$ cat config.mk
export PLATFORM = sky130hd
export DESIGN_NAME = gemm_seq
export DESIGN_NICKNAME = d
export VERILOG_FILES = /design/src/rtl/gemm_seq_pkg.sv /design/src/rtl/gemm_seq_cmd_buf.sv /design/src/rtl/gemm_seq.sv
export SDC_FILE = /design/constraint.sdc
export NUM_CORES = 1
export LEC_CHECK = 0
export BUFFER_PORTS_ARGS = -buffer_cell sky130_fd_sc_hd__clkbuf_2
export CORE_ASPECT_RATIO = 1.5
export CORE_MARGIN = 2
export CORE_UTILIZATION = 55
export DETAILED_ROUTE_END_ITERATION = 6
export PLACE_DENSITY_LB_ADDON = 0.3
export SLEW_MARGIN = 25
export SYNTH_ARGS = -nofsm -noshare
export SYNTH_HDL_FRONTEND = slang
export SYNTH_SLANG_ARGS = --single-unit
$ cat constraint.sdc
create_clock -name CLK -period 3.1 [get_ports CLK]
set_input_delay 0.155 -clock CLK [delete_from_list [all_inputs] [get_ports CLK]]
set_output_delay 0.155 -clock CLK [all_outputs]
set_load 0.05 [all_outputs]
$ cat src/rtl/gemm_seq_pkg.sv
// Shared types for the GEMM sequencer: matrix register numbers and FSM states.
package datapath_types;

    // Width of one matrix register index inside a command.
    localparam int MAT_REGW = 4;

    // Register numbers carried by one GEMM command.
    typedef struct packed {
        logic [MAT_REGW-1:0] rd;
        logic [MAT_REGW-1:0] rs1;
        logic [MAT_REGW-1:0] rs2;
        logic [MAT_REGW-1:0] rs3;
    } matrix_num_t;

    // Sequencer phases: idle, weight load, input stream, result drain.
    typedef enum logic [1:0] {
        IDLE   = 2'd0,
        LOADW  = 2'd1,
        STREAM = 2'd2,
        DRAIN  = 2'd3
    } gemm_state_t;

endpackage

$ cat src/rtl/gemm_seq_cmd_buf.sv
// Single-entry pending command buffer. Lets the functional unit hand off the
// next GEMM while the current one runs; forces a weight load until weights
// have been loaded at least once since reset.
module gemm_cmd_buf
    import datapath_types::*;
(
    input  logic        CLK,
    input  logic        nRST,
    input  logic        cmd_valid,
    output logic        cmd_ready,
    input  matrix_num_t cmd_num,
    input  logic        cmd_new_weight,
    input  logic        pop_i,
    input  logic        w_loaded_i,
    output logic        pend_valid_o,
    output matrix_num_t pend_num_o,
    output logic        pend_new_weight_o
);

    logic        pend_valid_q, pend_valid_d;
    matrix_num_t pend_num_q, pend_num_d;
    logic        pend_nw_q, pend_nw_d;

    assign cmd_ready         = ~pend_valid_q;
    assign pend_valid_o      = pend_valid_q;
    assign pend_num_o        = pend_num_q;
    // Array weights are undefined until the first load completes.
    assign pend_new_weight_o = pend_nw_q | ~w_loaded_i;

    // Accept on handshake, release on dispatch (never both in one cycle).
    always_comb begin
        pend_valid_d = pend_valid_q;
        pend_num_d   = pend_num_q;
        pend_nw_d    = pend_nw_q;
        if (pop_i) begin
            pend_valid_d = 1'b0;
        end
        if (cmd_valid && cmd_ready) begin
            pend_valid_d = 1'b1;
            pend_num_d   = cmd_num;
            pend_nw_d    = cmd_new_weight;
        end
    end

    // Buffer registers.
    always_ff @(posedge CLK or negedge nRST) begin
        if (!nRST) begin
            pend_valid_q <= 1'b0;
            pend_num_q   <= '0;
            pend_nw_q    <= 1'b0;
        end else begin
            pend_valid_q <= pend_valid_d;
            pend_num_q   <= pend_num_d;
            pend_nw_q    <= pend_nw_d;
        end
    end

endmodule

$ cat src/rtl/gemm_seq.sv
// GEMM sequencer: turns a command into weight-row reads, input/psum row
// reads, array strobes and result write-back, one command in flight.
module gemm_seq
    import datapath_types::*;
#(
    parameter int DIM  = 4,
    parameter int REGW = MAT_REGW
) (
    input  logic                 CLK,
    input  logic                 nRST,
    input  logic                 cmd_valid,
    output logic                 cmd_ready,
    input  matrix_num_t          cmd_num,
    input  logic                 cmd_new_weight,
    output logic                 rda_ren,
    output logic [REGW-1:0]      rda_reg,
    output logic [$clog2(DIM)-1:0] rda_row,
    output logic                 rdb_ren,
    output logic [REGW-1:0]      rdb_reg,
    output logic [$clog2(DIM)-1:0] rdb_row,
    output logic                 arr_wload,
    output logic                 arr_in_valid,
    input  logic                 arr_out_valid,
    output logic                 wb_en,
    output logic [REGW-1:0]      wb_reg,
    output logic [$clog2(DIM)-1:0] wb_row,
    output logic                 busy,
    output logic                 done,
    output logic                 err
);

    localparam int RW = $clog2(DIM);
    localparam int WW = $clog2(DIM + 1);
    localparam logic [RW-1:0] R_LAST = RW'(DIM - 1);
    localparam logic [WW-1:0] W_LAST = WW'(DIM - 1);
    localparam logic [WW-1:0] W_FULL = WW'(DIM);

    gemm_state_t   state_q, state_d;
    logic [RW-1:0] r_q, r_d;
    logic [WW-1:0] w_q, w_d;
    matrix_num_t   act_q, act_d;
    logic          w_loaded_q, w_loaded_d;
    logic          done_q, done_d;
    logic          err_q, err_d;
    logic          wload_q, in_valid_q;
    logic          ld_rd, st_rd;

    logic          pend_valid;
    matrix_num_t   pend_num;
    logic          pend_nw;
    logic          dispatch;

    assign dispatch = (state_q == IDLE) && pend_valid;

    gemm_cmd_buf u_cmd_buf (
        .CLK               (CLK),
        .nRST              (nRST),
        .cmd_valid         (cmd_valid),
        .cmd_ready         (cmd_ready),
        .cmd_num           (cmd_num),
        .cmd_new_weight    (cmd_new_weight),
        .pop_i             (dispatch),
        .w_loaded_i        (w_loaded_q),
        .pend_valid_o      (pend_valid),
        .pend_num_o        (pend_num),
        .pend_new_weight_o (pend_nw)
    );

    assign busy         = (state_q != IDLE) || pend_valid;
    assign done         = done_q;
    assign err          = err_q;
    assign arr_wload    = wload_q;
    assign arr_in_valid = in_valid_q;

    // Next-state, read requests and write-back decode.
    always_comb begin
        state_d    = state_q;
        r_d        = r_q;
        w_d        = w_q;
        act_d      = act_q;
        w_loaded_d = w_loaded_q;
        done_d     = 1'b0;
        err_d      = err_q;
        ld_rd      = 1'b0;
        st_rd      = 1'b0;
        rda_ren    = 1'b0;
        rda_reg    = '0;
        rda_row    = '0;
        rdb_ren    = 1'b0;
        rdb_reg    = '0;
        rdb_row    = '0;
        wb_en      = 1'b0;
        wb_reg     = '0;
        wb_row     = '0;

        unique case (state_q)
            IDLE: begin
                if (pend_valid) begin
                    act_d   = pend_num;
                    r_d     = '0;
                    w_d     = '0;
                    state_d = pend_nw ? LOADW : STREAM;
                end
            end
            LOADW: begin
                ld_rd   = 1'b1;
                rda_ren = 1'b1;
                rda_reg = act_q.rs2;
                rda_row = r_q;
                if (r_q == R_LAST) begin
                    r_d        = '0;
                    w_loaded_d = 1'b1;
                    state_d    = STREAM;
                end else begin
                    r_d = r_q + 1'b1;
                end
            end
            STREAM: begin
                st_rd   = 1'b1;
                rda_ren = 1'b1;
                rda_reg = act_q.rs1;
                rda_row = r_q;
                rdb_ren = 1'b1;
                rdb_reg = act_q.rs3;
                rdb_row = r_q;
                if (r_q == R_LAST) begin
                    r_d     = '0;
                    state_d = DRAIN;
                end else begin
                    r_d = r_q + 1'b1;
                end
            end
            DRAIN: begin
                // All results already written during STREAM: leave at once.
                if (w_q == W_FULL) begin
                    state_d = IDLE;
                end
            end
            default: state_d = IDLE;
        endcase

        // Result rows are only meaningful once inputs are streaming.
        if (arr_out_valid) begin
            if ((state_q == STREAM || state_q == DRAIN) && (w_q < W_FULL)) begin
                wb_en  = 1'b1;
                wb_reg = act_q.rd;
                wb_row = w_q[RW-1:0];
                w_d    = w_q + 1'b1;
                if (w_q == W_LAST) begin
                    done_d = 1'b1;
                    if (state_q == DRAIN) begin
                        state_d = IDLE;
                    end
                end
            end else begin
                err_d = 1'b1;
            end
        end
    end

    // State, counters and the one-stage strobe pipeline.
    always_ff @(posedge CLK or negedge nRST) begin
        if (!nRST) begin
            state_q    <= IDLE;
            r_q        <= '0;
            w_q        <= '0;
            act_q      <= '0;
            w_loaded_q <= 1'b0;
            done_q     <= 1'b0;
            err_q      <= 1'b0;
            wload_q    <= 1'b0;
            in_valid_q <= 1'b0;
        end else begin
            state_q    <= state_d;
            r_q        <= r_d;
            w_q        <= w_d;
            act_q      <= act_d;
            w_loaded_q <= w_loaded_d;
            done_q     <= done_d;
            err_q      <= err_d;
            wload_q    <= ld_rd;
            in_valid_q <= st_rd;
        end
    end

endmodule

==> key figures <==
Status
  • Run status: finished clean

STA
  • Count of final hold-check violations: 0
  • Achievable clock frequency: 0.398 GHz
  • Headroom to the max-slew limit: 58.9%
  • Max-slew violation count: 0
  • Worst slew pin tran: 0.617 ns
  • Number of setup violations in the final report: 0
  • Setup repair after global routing missed its margin: no
  • Final worst-path setup slack: 0.587 ns
  • Final period demand of the worst path: 2.51 ns
  • Clock skew after layout: 0.00809 ns
  • Ratio of final minimum period to clock period: 81.1%
  • Total negative setup slack: 0 ns

Floorplan
  • Total die area: 4350 um2
  • Number of placed I/O pins: 48
  • Die Height: 79.8 um
  • Core Box Area: 3680 um2
  • Number of placement rows: 27
  • Initial core utilization: 57.3%
  • Die extent in x: 54.6 um

Global routing
  • Global-route met1 utilization: 23.9%
  • GRT Util Overall: 20.8%
  • Met2 usage: 36.6%
  • Number of global-route vias before repair: 1429
  • Met3 capacity usage during global routing: 4.68%
  • Busiest metal layer after global routing: met2
  • Initial antenna violation count: 0
  • Grt total ovfl: 0
  • Wire length of the first global-routing pass: 6.56 mm
  • Maximum number of pins on one net before global-route repair: 47

Clock network
  • Number of buffers added by the clock tree synthesis step: 5
  • H-tree levels: 2
  • Number of buffers on the longest clock path: 2
  • CTS tree: yes
  • Clock Sink Count: 46
  • Clk_lat worst skew: 0.29 ns
  • Root Buffer Master: sky130_fd_sc_hd__clkbuf_8
  • Post-CTS repair timing setup buffer count: 0
  • Clock edge transition at the registers on the reported setup and hold paths: 0.09 ns
  • Number of cells upsized or downsized after cts: 0

Placed design
  • Post-detailed-placement half-perimeter wirelength: 2.88 mm
  • Worst slack, placed: 0.927 ns
  • Port Buffers: 47
  • Placer congestion estimate: 0.728

Run
  • Number of max-capacitance violations reported: 0

Drt
  • Number of vias after detailed routing: 1376
  • Final antenna-violating net count: 0
  • Mean number of vias per cell: 5.48
  • Remaining design rule violation count: 0
  • Detailed router's first-iteration violation count: 20
  • Average wire length per cell after detail routing: 15.7 um
  • WL final: 3.95 mm
  • Detailed-routing iteration count for the pre-antenna-repair pass: 4

Pwr
  • Leakage power figure: 1.24 nW
  • Max rail drop VDD: 0.833 mV
  • Power density over the cells: 1260 nW/um2

Worst setup path
  • Kind of capture point of the worst setup path: primary output
  • Critical Path Fanout Max: 16
  • Crit path DAT: 2.36 ns
  • Type of the worst setup path: register to primary output
  • Data required time of the critical path: 2.94 ns
  • Startpoint type of the worst setup path: register

Synth
  • Number of warnings printed during yosys synthesis: 0
  • Portion of the post-synthesis area used by sequential elements: 54.6%
  • Synth Register Bits: 46
  • Post-synthesis cell type count: 31
  • Post-Synthesis Cells: 155
  • Post-synthesis average cell area: 13.6 um2
  • Area of the mapped netlist: 2110 um2
  • Synthesized net count: 184

Final layout
  • Ant diodes: 0
  • Fill cell total of the finished layout: 292
  • Area added between synthesis and finish: 19.1%
  • Register area: 1150 um2
  • Commonest cells after routing, fill and taps aside: 46 x sky130_fd_sc_hd__dfrtp_1, 46 x sky130_fd_sc_hd__clkbuf_2, 24 x sky130_fd_sc_hd__mux2_2, 15 x sky130_fd_sc_hd__and2_1
  • Share of post-route cells with drive strength above 1: 44.2%
  • Number of nets in the final layout: 236
  • Area of the multi-input gates: 872 um2

Hold path
  • Worst hold path type: primary input to register
Yosys cell counts, drive strengths merged:
| master | count | area share, % |
|---|---|---|
| nand2b | 2 | 0.59 |
| dfrtp | 46 | 55 |
| a21oi | 1 | 0.24 |
| clkbuf | 1 | 0.18 |
| and2 | 15 | 4.5 |
| nor2 | 2 | 0.36 |
| nand2 | 5 | 1.2 |
| ha | 8 | 4.7 |
| o21a | 1 | 0.36 |
| inv | 9 | 1.6 |
| a21o | 3 | 1.1 |
| a21boi | 1 | 0.36 |
| a32o | 2 | 0.95 |
| o21ai | 3 | 0.71 |
| a22oi | 4 | 1.4 |
| mux2 | 33 | 19 |
| nor2b | 6 | 1.9 |
| nor3b | 1 | 0.36 |
| a211oi | 1 | 0.36 |
| buf | 4 | 2.3 |
| a221oi | 1 | 0.42 |
| and4 | 1 | 0.42 |
| mux2i | 2 | 0.95 |
| o221ai | 1 | 0.42 |
| a22o | 1 | 0.42 |
| o311ai | 1 | 0.42 |
kinds of logic (layout without fill, tap and decap cells):
| logic type | count (synthesis) | after routing | share of synthesized area (%) |
|---|---|---|---|
| buf+inv | 14 | 67 | 4.04 |
| compound gates | 20 | 20 | 7.12 |
| flops | 46 | 46 | 54.6 |
| fa+ha+maj | 8 | 8 | 4.75 |
| simple gates | 32 | 32 | 9.32 |
| mux | 35 | 35 | 20.2 |
flip-flops by register name, summed over array words and instances (netlist names):
signal / count
act_q: 16
arr_wload: 1
done: 1
u_cmd_buf.pend_valid_o: 1
w_loaded_q: 1
r_q: 2
w_q: 3
u_cmd_buf.pend_num_o: 16
u_cmd_buf.pend_nw_q: 1
arr_in_valid: 1
err: 1
state_q: 2
report_power, final:
part	internal, mW	leakage (nW)	switching [mW]
logic	0.603	0.626	0.956
clock network	0.323	0.0683	0.201
registers	0.892	0.549	0.185
total	1.82	1.24	1.34
worst paths after layout:
path	startpoint	endpoint	slack, ns	cells past startpoint
min in group asynchronous	nRST	err	0.43	2
setup / recovery	state_q[0]	wb_reg[0]	0.59	7
max in group asynchronous	nRST	arr_wload	2.25	2
hold / removal	cmd_num[8]	u_cmd_buf.pend_num_o[8]	0.09	2
hold reg to reg	w_loaded_q	w_loaded_q	0.46	1
setup reg to reg	state_q[0]	w_q[0]	1.18	6
layer usage:
metal	vias to the layer above	wire, um
li1	642	-
met1	686	1600
met2	40	2100
met3	8	180
met4	0	65
met5	-	0
final cells by class:
| type | count | area share [%] |
|---|---|---|
| Clock inverter | 3 | 2.74 |
| Inverter | 9 | 1.35 |
| Tap cell | 43 | 2.14 |
| Multi-Input combinational cell | 95 | 34.7 |
| Clock buffer | 5 | 2.74 |
| Sequential cell | 46 | 45.8 |
| Timing Repair Buffer | 50 | 10.5 |
worst max-delay path: stages, from the launching register on:
cell and delay (ns):
sky130_fd_sc_hd__dfrtp_1 0.44, sky130_fd_sc_hd__inv_1 0.12, sky130_fd_sc_hd__ha_1 0.52, sky130_fd_sc_hd__nor2_1 0.14, sky130_fd_sc_hd__nor3b_1 0.23, sky130_fd_sc_hd__buf_4 0.20, sky130_fd_sc_hd__and2_1 0.14, sky130_fd_sc_hd__clkbuf_2 0.27
metrics by stage:
step / total power [mW] / hold WS (ns) / area [um2] / instances / utilization (%)
after floorplan: 2.32 / -0.141 / 2110 / 155 / -
after global placement: 2.57 / 0.388 / 2360 / 242 / 64.1
after detailed placement: 2.65 / 0.230 / 2360 / 242 / 64.2
after CTS: 3.18 / 0.0824 / 2510 / 251 / 68.2
after global routing: 3.35 / 0.0802 / 2510 / 251 / 68.2
final: 3.16 / 0.0875 / 2510 / 251 / 68.2
timing repair:
item | 4_1_cts | 5_1_grt
setup endpoints to repair | 0 | 0
hold endpoints to repair | 46 | 0
hold buffers | 1 | 0
(Power assumes the default switching activity.)
